$ cat src/rtl/fsm_seq_monitor_pkg.sv
// Shared types and constants for the state-sequence monitor.
// Holds the default sequence length, code width and FSM encoding.
package fsm_seq_monitor_pkg;

  localparam int NUM_STATES_DEF = 260;
  localparam int STATE_W        = 9;

  typedef enum logic [1:0] {
    ACQUIRE = 2'd0,
    TRACK   = 2'd1,
    LOST    = 2'd2
  } mon_state_t;

endpackage

$ cat src/rtl/seq_next_check.sv
// Expected-next compare for the monitored state sequence.
// Flags mismatches and the wrap step from the last code to zero.
module seq_next_check
  import fsm_seq_monitor_pkg::*;
#(
  parameter int NUM_STATES = NUM_STATES_DEF
) (
  input  logic [STATE_W-1:0] prev,
  input  logic [STATE_W-1:0] state_in,
  output logic               mismatch,
  output logic               wrap
);

  localparam logic [STATE_W-1:0] LAST =
    STATE_W'(NUM_STATES - 1);

  logic [STATE_W-1:0] expected;
  logic               out_of_range;

  always_comb begin
    expected = prev + 1'b1;
    if (prev == LAST) begin
      expected = '0;
    end
  end

  assign out_of_range = (state_in > LAST);
  assign mismatch     = (state_in != expected) ||
                        out_of_range;
  assign wrap         = (prev == LAST) &&
                        (state_in == '0);

endmodule

$ cat src/rtl/fsm_seq_monitor.sv
// Monitors an upstream FSM's state sequence, counting laps and
// errors, with a held snapshot released by a consumer ack.
module fsm_seq_monitor
  import fsm_seq_monitor_pkg::*;
#(
  parameter int NUM_STATES = NUM_STATES_DEF,
  parameter int CNT_W      = 8
) (
  input  logic               clk,
  input  logic               rst_n,
  input  logic [STATE_W-1:0] state_in,
  input  logic               clear,
  input  logic               snap_req,
  input  logic               snap_ack,
  output logic [CNT_W-1:0]   lap_count,
  output logic [CNT_W-1:0]   err_count,
  output logic               err_flag,
  output logic               in_sync,
  output logic               snap_valid,
  output logic [STATE_W-1:0] snap_state,
  output logic [CNT_W-1:0]   snap_lap
);

  mon_state_t         state_q;
  mon_state_t         state_d;
  logic [STATE_W-1:0] prev_q;
  logic [CNT_W-1:0]   lap_q;
  logic [CNT_W-1:0]   lap_d;
  logic [CNT_W-1:0]   err_q;
  logic [CNT_W-1:0]   err_d;
  logic               flag_q;
  logic               flag_d;
  logic               sync_q;
  logic               sv_q;
  logic               sv_d;
  logic [STATE_W-1:0] ss_q;
  logic [CNT_W-1:0]   sl_q;
  logic               snap_load;
  logic               mismatch;
  logic               wrap;

  seq_next_check #(
    .NUM_STATES (NUM_STATES)
  ) u_check (
    .prev     (prev_q),
    .state_in (state_in),
    .mismatch (mismatch),
    .wrap     (wrap)
  );

  always_comb begin
    state_d = state_q;
    lap_d   = lap_q;
    err_d   = err_q;
    flag_d  = flag_q;
    if (clear) begin
      state_d = ACQUIRE;
      lap_d   = '0;
      err_d   = '0;
      flag_d  = 1'b0;
    end else begin
      unique case (state_q)
        ACQUIRE: state_d = TRACK;
        TRACK: begin
          if (mismatch) begin
            state_d = LOST;
            flag_d  = 1'b1;
            if (err_q != '1) begin
              err_d = err_q + 1'b1;
            end
          end else if (wrap) begin
            lap_d = lap_q + 1'b1;
          end
        end
        LOST: begin
          if (!mismatch) begin
            state_d = TRACK;
          end
        end
        default: state_d = ACQUIRE;
      endcase
    end
  end

  // A pending snapshot blocks new requests unless acked this cycle.
  always_comb begin
    snap_load = !clear && snap_req &&
                (!sv_q || snap_ack);
    sv_d      = sv_q;
    if (clear) begin
      sv_d = 1'b0;
    end else if (snap_load) begin
      sv_d = 1'b1;
    end else if (snap_ack) begin
      sv_d = 1'b0;
    end
  end

  always_ff @(posedge clk or negedge rst_n) begin
    if (!rst_n) begin
      state_q <= ACQUIRE;
      prev_q  <= '0;
      lap_q   <= '0;
      err_q   <= '0;
      flag_q  <= 1'b0;
      sync_q  <= 1'b0;
    end else begin
      state_q <= state_d;
      prev_q  <= state_in;
      lap_q   <= lap_d;
      err_q   <= err_d;
      flag_q  <= flag_d;
      sync_q  <= (state_d == TRACK);
    end
  end

  always_ff @(posedge clk or negedge rst_n) begin
    if (!rst_n) begin
      sv_q <= 1'b0;
      ss_q <= '0;
      sl_q <= '0;
    end else begin
      sv_q <= sv_d;
      if (snap_load) begin
        ss_q <= state_in;
        sl_q <= lap_d;
      end
    end
  end

  assign lap_count  = lap_q;
  assign err_count  = err_q;
  assign err_flag   = flag_q;
  assign in_sync    = sync_q;
  assign snap_valid = sv_q;
  assign snap_state = ss_q;
  assign snap_lap   = sl_q;

endmodule
$ cat config.mk
export PLATFORM = sky130hd
export DESIGN_NAME = fsm_seq_monitor
export DESIGN_NICKNAME = d
export VERILOG_FILES = /design/src/rtl/fsm_seq_monitor_pkg.sv /design/src/rtl/seq_next_check.sv /design/src/rtl/fsm_seq_monitor.sv
export SDC_FILE = /design/constraint.sdc
export NUM_CORES = 1
export LEC_CHECK = 0
export BUFFER_PORTS_ARGS = -buffer_cell sky130_fd_sc_hd__buf_2
export CAP_MARGIN = 25
export CORE_ASPECT_RATIO = 0.7
export CORE_MARGIN = 5
export CORE_UTILIZATION = 25
export CTS_BUF_LIST = sky130_fd_sc_hd__clkbuf_16
export CTS_CLUSTER_DIAMETER = 100
export DETAILED_ROUTE_END_ITERATION = 8
export MAX_ROUTING_LAYER = met4
export PLACE_DENSITY_LB_ADDON = 0.12
export SLEW_MARGIN = 20
export SYNTH_ARGS = -nofsm -noshare
export SYNTH_HDL_FRONTEND = slang
export SYNTH_SLANG_ARGS = --single-unit
export TNS_END_PERCENT = 10
$ cat constraint.sdc
create_clock -name clk -period 4.57 [get_ports clk]
set_clock_uncertainty 0.2 [all_clocks]
set_input_delay 0 -clock clk [delete_from_list [all_inputs] [get_ports clk]]
set_output_delay 0 -clock clk [all_outputs]
set_load 0.05 [all_outputs]
==> flow_summary.ini, run 1 <==
[floorplanning]
num_io_pins = 50
effective_utilization_at_floorplan_pct = 25.3
die-area_um2 = 11100
die_width_um = 124
dieHeight_um = 89.6
fp-row-count = 29
core_um2 = 8960

[drt]
router_iterations_before_antenna_repair = 6
drt-wirelength-per-cell_um = 14.4
vias = 1754
drt_iter0_markers = 55
routed_via_density = 4.36
wl_um = 5780
drt.antenna.violating_nets = 0
drt_drc_violations_left = 0

[yosys]
netlist_area_um2 = 2260
synth_top_area_share_pct = 51.9
ys_types = 40
cell_count_after_synthesis = 211
yosys_warnings = 0
synth-seq-area-share_pct = 51.9
synth-seq-cells = 47
synth.largest_area_cell = dfrtp_1
synthesis.area_per_instance_um2 = 10.7
netlist_top_cells_area = dfrtp_1 (52%), mux2_2 (5.5%), xnor2_1 (3.5%)
syn_nets = 228

[worst_setup_path]
r2r_end = err_count[3]
worst_ep_required_time_ps = 4550
reg2reg_slack_ps = 1560
cp.buffers_inverters = 0
timing_worst_setup_path_type = reg2reg
critical_path.max_fanout = 13
cp_slowest_stage_delay_ps = 510
worst_setup_path_start_kind = flop
rr_worst_depth = 8
launch_instance_of_the_worst_register_to_register_path = prev_q[0]
timing.critical_path.slowest_stage_cell = or4b_4
arrival_ps = 2980
crit_path_cell_trace = ha_1, or4b_4, nor4_4, a21oi_1, o32ai_1, and4_4, nor3_1, mux2_4
critPathTopFamily = simple AND/OR/NAND/NOR gates
cp-end-kind = flop

[final_layout]
num_antenna_cells = 0
final_layout_size_suffix_gt1_share_pct = 27.3
area_growth_pct = 30.3
fin_util_pct = 32.9
nets = 294

[power]
power_per_cell_area_nw_per_um2 = 367
p_leak_nw = 1.34
power.ir.vdd_worst_mv = 0.123

[cts]
cts_buffers = 5
postCtsResizedCells = 0
ctsLongestPathBuffers = 2
clk-insertion-delay-late_ps = 290
post_cts_hold_buffer_count = 13
cts_setup_buffers = 0
clk_transition_reported_paths_ps = 70
cts.sink_count = 47
cts_max_level = 2
cts.root.buffer_cell = clkbuf_16
cts_tree = yes

[sta]
final_setup_vio_count = 0
worst-slew-pin-transition_ps = 619
rsz0062_at_grt = false
post-route-min-period_ps = 3010
finalHoldViolations = 0
maxSlewViolCount = 0
timing.max_slew.rel_slack_pct = 58.7
timing.setup.tns_ps = 0
crit_share_post_route_pct = 65.8
max_clock_freq_mhz = 333

[placement]
place.port_buffers = 49
detailed_placement_wirelength_estimate_um = 4160
routabilityCongestion = 0.753

[global_routing]
tot_gr_track_use_pct = 11.3
grt_first_pass_wirelength_um = 9240
antenna_found_initial = 0
grt_max_degree = 48
gr-total-overflow = 0
grt_pass1_vias = 1794

[job]
max-cap-violations = 0

[min_path]
hold_class = in2async

[run_status]
run_status = finished clean
==> state kept, by name (all words and copies together) (netlist names) <==
signal,cells
err_count,8
lap_count,8
in_sync,1
snap_state,9
state_q,2
prev_q,9
snap_valid,1
snap_lap,8
err_flag,1
==> worst register-to-register path, cell delays in order, from the launching register on <==
cell	delay, ps
dfrtp_1	480
ha_1	310
or4b_4	510
nor4_4	270
a21oi_1	70
o32ai_1	290
and4_4	370
nor3_1	100
mux2_4	300
==> layout by cell type, fill, tap and decap left out, types with 2 or more instances in the layout <==
master / netlist / layout
buf_2: 0 / 49
dfrtp_1: 47 / 47
nand2_1: 17 / 17
nor2_1: 15 / 15
dlygate4sd3_1: 0 / 13
nand3_1: 11 / 11
mux2_2: 11 / 11
xnor2_1: 9 / 9
xor2_1: 9 / 9
inv_1: 7 / 7
a21oi_1: 7 / 7
o21ai_1: 7 / 7
nor3_1: 6 / 6
nor2b_1: 5 / 5
o21ai_0: 5 / 5
clkbuf_16: 0 / 5
and3_1: 4 / 4
a31oi_1: 4 / 4
nand2b_1: 4 / 4
nand4_1: 4 / 4
or3_1: 4 / 4
and4_1: 3 / 3
ha_1: 3 / 3
o211ai_1: 2 / 2
or4_1: 2 / 2
o21a_1: 2 / 2
nor4_1: 2 / 2
and2_1: 2 / 2
mux2_4: 2 / 2
buf_4: 0 / 2
==> metal layers <==
metal  wire, µm  share of wire [%]  track usage, %
met1       3230                 56            16.4
met2       2220                 38            15.4
met3        288                5.0            3.19
met4         34               0.59            2.71
met5          0                  0               -
==> kinds of logic (layout without fill, tap and decap cells) <==
logic type,Yosys count,after routing,share of synthesized area (%)
flip-flops,47,47,51.9
buffers and inverters,12,79,2.32
multiplexers,14,14,7.24
adder cells (fa/ha/maj),4,4,2.10
XOR/XNOR,18,18,6.96
AO/OA/AOI/OAI,30,30,8.29
AND/OR/NAND/NOR,86,86,21.2
==> Yosys cell counts <==
cell type,number
nand4_1,4
maj3_1,1
nor4_4,1
nand2b_1,4
nor4_1,2
nor2_2,1
or4b_4,1
mux2_4,2
o211ai_1,2
and4_1,3
mux2i_1,1
dfrtp_1,47
or4_1,2
nor3b_1,1
nand3b_1,1
or3_1,4
nor2b_1,5
o21ai_1,7
and2_1,2
nor3_1,6
nand2_1,17
o21ai_0,5
buf_6,1
nor4b_1,1
o32ai_1,1
ha_1,3
clkbuf_1,4
mux2_2,11
o21a_1,2
nor2_1,15
xor2_1,9
nand3_1,11
a31oi_1,4
xnor2_1,9
o2111ai_1,1
and4_4,1
inv_1,7
a21oi_1,7
and3_1,4
a211oi_4,1
==> where the power goes <==
part           leakage (nW)  switching, mW  internal [mW]
sequential            0.610         0.0204          0.443
clock                0.0818          0.161          0.258
combinational         0.650          0.136         0.0649
total                  1.34          0.317          0.766
==> final cells by class <==
class                   instances  area [µm²]
well taps                     124         155
clock inverters                 3        42.5
multi-input cells             152        1040
clock buffers                   5         125
repair buffers                 64         390
inverters                       7        26.3
fillers                       943        6010
flip-flops and latches         47        1180
==> worst max path at each step <==
| stage | start | to | slack (ps) | cells past startpoint |
|---|---|---|---|---|
| finish | prev_q[0] | err_count[3] | 1560 | 8 |
| global route | prev_q[0] | err_count[3] | 1370 | 8 |
| CTS | prev_q[0] | err_count[3] | 1560 | 8 |
| detailed placement | prev_q[0] | err_count[3] | 1580 | 8 |
| global placement | prev_q[0] | snap_lap[7] | 1660 | 8 |
| floorplan | prev_q[0] | err_count[3] | 1830 | 9 |
==> through the flow <==
step | hold WS (ps) | std cells | cell area [µm²] | power [mW] | worst slack, ps
6_report | 147 | 402 | 2950 | 1.08 | 1560
5_1_grt | 203 | 402 | 2950 | 1.14 | 1370
4_1_cts | 175 | 402 | 2950 | 1.10 | 1560
3_5_place_dp | -50.2 | 381 | 2650 | 0.666 | 1580
3_3_place_gp | -44.2 | 381 | 2650 | 0.666 | 1660
2_1_floorplan | -496 | 211 | 2260 | 0.606 | 1830
(Power assumes the default switching activity.)
==> inputs of run 2 (changes only) <==
Settings changed: ABC_AREA set to 1.
Clock period 4.57 ns to 2.95 ns, I/O delays scaled along.
==> flow_summary.ini, run 2 <==
[global_routing]
grt_max_degree = 32
antenna_found_initial = 0
gr-total-overflow = 0
grt_pass1_vias = 2227
grt_first_pass_wirelength_um = 11600
tot_gr_track_use_pct = 12.4

[drt]
drt.antenna.violating_nets = 0
drt_drc_violations_left = 0
drt-wirelength-per-cell_um = 13.4
drt_iter0_markers = 98
vias = 2222
router_iterations_before_antenna_repair = 4
wl_um = 6880
routed_via_density = 4.33

[floorplanning]
dieHeight_um = 94.5
die_width_um = 131
effective_utilization_at_floorplan_pct = 26.0
die-area_um2 = 12400
fp-row-count = 30
num_io_pins = 50
core_um2 = 9830

[final_layout]
nets = 401
area_growth_pct = 26.2
fin_util_pct = 32.7
final_cell_mix = nand2_1 (81), buf_2 (49), dfrtp_1 (47)
final_layout_size_suffix_gt1_share_pct = 23.9
num_antenna_cells = 0
most_common_library_cell_in_the_layout_ignoring_fill_and_taps = nand2_1

[yosys]
syn_nets = 334
synth.largest_area_cell = dfrtp_1
netlist_top_cells_area = dfrtp_1 (46%), nand2_1 (12%), inv_1 (6.2%)
synthMostInstantiatedCell = nand2_1
netlist_area_um2 = 2550
ys_types = 30
yosys_warnings = 0
netlist_top_cells_count = nand2_1 (81), dfrtp_1 (47), inv_1 (42), nor2_1 (34), nand3_1 (24)
synth_enable_flop_cells = 0
cell_count_after_synthesis = 317
synth_async_sr_flop_share_pct = 100
synth-seq-cells = 47
synth_flop_cell = dfrtp_1
synth-seq-area-share_pct = 46.1
synth_top_area_share_pct = 46.1
synthesis.area_per_instance_um2 = 8.05

[cts]
clk-insertion-delay-late_ps = 290
cts_max_level = 2
post_cts_hold_buffer_count = 14
cts_tree = yes
clk_transition_reported_paths_ps = 60
postCtsResizedCells = 0
ctsLongestPathBuffers = 2
cts.root.buffer_cell = clkbuf_16
cts_buffers = 5
cts_setup_buffers = 0
cts.sink_count = 47

[sta]
post-route-min-period_ps = 2350
final_setup_vio_count = 0
max_clock_freq_mhz = 425
maxSlewViolCount = 0
timing.setup.tns_ps = 0
finalHoldViolations = 0
rsz0062_at_grt = false
crit_share_post_route_pct = 79.7
worst-slew-pin-transition_ps = 791
timing.max_slew.rel_slack_pct = 47.3

[placement]
place.port_buffers = 49
routabilityCongestion = 0.833
detailed_placement_wirelength_estimate_um = 5350

[worst_setup_path]
worst_setup_path_start_kind = flop
worst_ep_required_time_ps = 2930
timing.critical_path.slowest_stage_cell = dfrtp_1
cp-end-kind = flop
cp.buffers_inverters = 1
timing_worst_setup_path_type = reg2reg
arrival_ps = 2330
critical_path.max_fanout = 9
crit_path_cell_trace = ha_1, nand2_1, inv_2, nand2_1, nand2_1, a21oi_1, nand3_2, nor2_4, nand2_2, nor2_4, nand2_4, nand3_4, nand2_8, nand4_1, nand2_1
cp_slowest_stage_delay_ps = 400
crit_top_cell = nand2_1
critPathTopFamily = simple AND/OR/NAND/NOR gates

[power]
power.ir.vdd_worst_mv = 0.199
power_per_cell_area_nw_per_um2 = 518
p_leak_nw = 1.68

[run_status]
run_status = finished clean

[job]
max-cap-violations = 0

[min_path]
hold_class = in2reg
## run 2: cell types whose count changed after synthesis, sizes merged, moves of 5 or more
cell	change
inv	+37
mux2	-13
nand2	+75
nand3	+21
nand4	+6
nor2	+28
nor2b	-5
xnor2	-6
## run 2: report_power, final
group	leakage [nW]	internal (mW)	switching, mW	total, mW
logic	1.01	0.103	0.294	0.397
registers	0.603	0.695	0.0385	0.733
clock network	0.0701	0.305	0.234	0.539
## run 2: final cells by class
| class | instances | area (µm²) |
|---|---|---|
| Tap cell | 128 | 160 |
| Timing Repair Buffer | 65 | 400 |
| Fill cell | 1089 | 6610 |
| Sequential cell | 47 | 1180 |
| Multi-Input combinational cell | 221 | 1180 |
| Inverter | 44 | 165 |
| Clock inverter | 3 | 11.3 |
| Clock buffer | 5 | 125 |
## run 2: metal layers
metal	vias to the layer above	wire, µm	GRT usage [%]
li1	1145	-	-
met1	1038	3690	18.4
met2	35	2790	16.9
met3	4	360	2.94
met4	0	43	2.83
met5	-	0	-
## run 2: kinds of logic (layout without fill, tap and decap cells)
logic type	after synthesis	count (layout)	share of synthesized area [%]
compound gates	24	24	5.49
fa+ha+maj	3	3	1.47
simple gates	186	186	36.6
xor+xnor	8	8	2.75
buf+inv	49	117	7.60
flops	47	47	46.1
## run 2: final timing paths
check | from | endpoint | slack, ps | depth (start not counted)
worst max-delay path | prev_q[0] | err_count[2] | 600 | 15
worst min-delay path | snap_ack | snap_lap[0] | 120 | 5
worst max register to register | prev_q[0] | err_count[2] | 600 | 15
worst min register to register | snap_lap[6] | snap_lap[6] | 280 | 2
max in group asynchronous | rst_n | snap_lap[6] | 1680 | 3
min in group asynchronous | rst_n | snap_lap[1] | 140 | 2
## run 2: worst register-to-register path: stages (launching register included)
cell and delay (ps):
dfrtp_1 400, ha_1 260, nand2_1 90, inv_2 50
nand2_1 80, nand2_1 70, a21oi_1 160, nand3_2 100
nor2_4 120, nand2_2 70, nor2_4 150, nand2_4 90
nand3_4 130, nand2_8 100, nand4_1 110, nand2_1 60
## run 2: per-stage QoR
stage / setup slack [ps] / cells / instance area [µm²] / hold slack (ps) / power [mW]
after floorplan: 816 / 317 / 2550 / -496 / 1.02
after global placement: 623 / 491 / 2940 / -63.6 / 1.13
after detailed placement: 615 / 491 / 2940 / -61.6 / 1.13
after CTS: 590 / 513 / 3220 / 125 / 1.70
after global routing: 384 / 513 / 3220 / 165 / 1.77
final: 598 / 513 / 3220 / 120 / 1.67
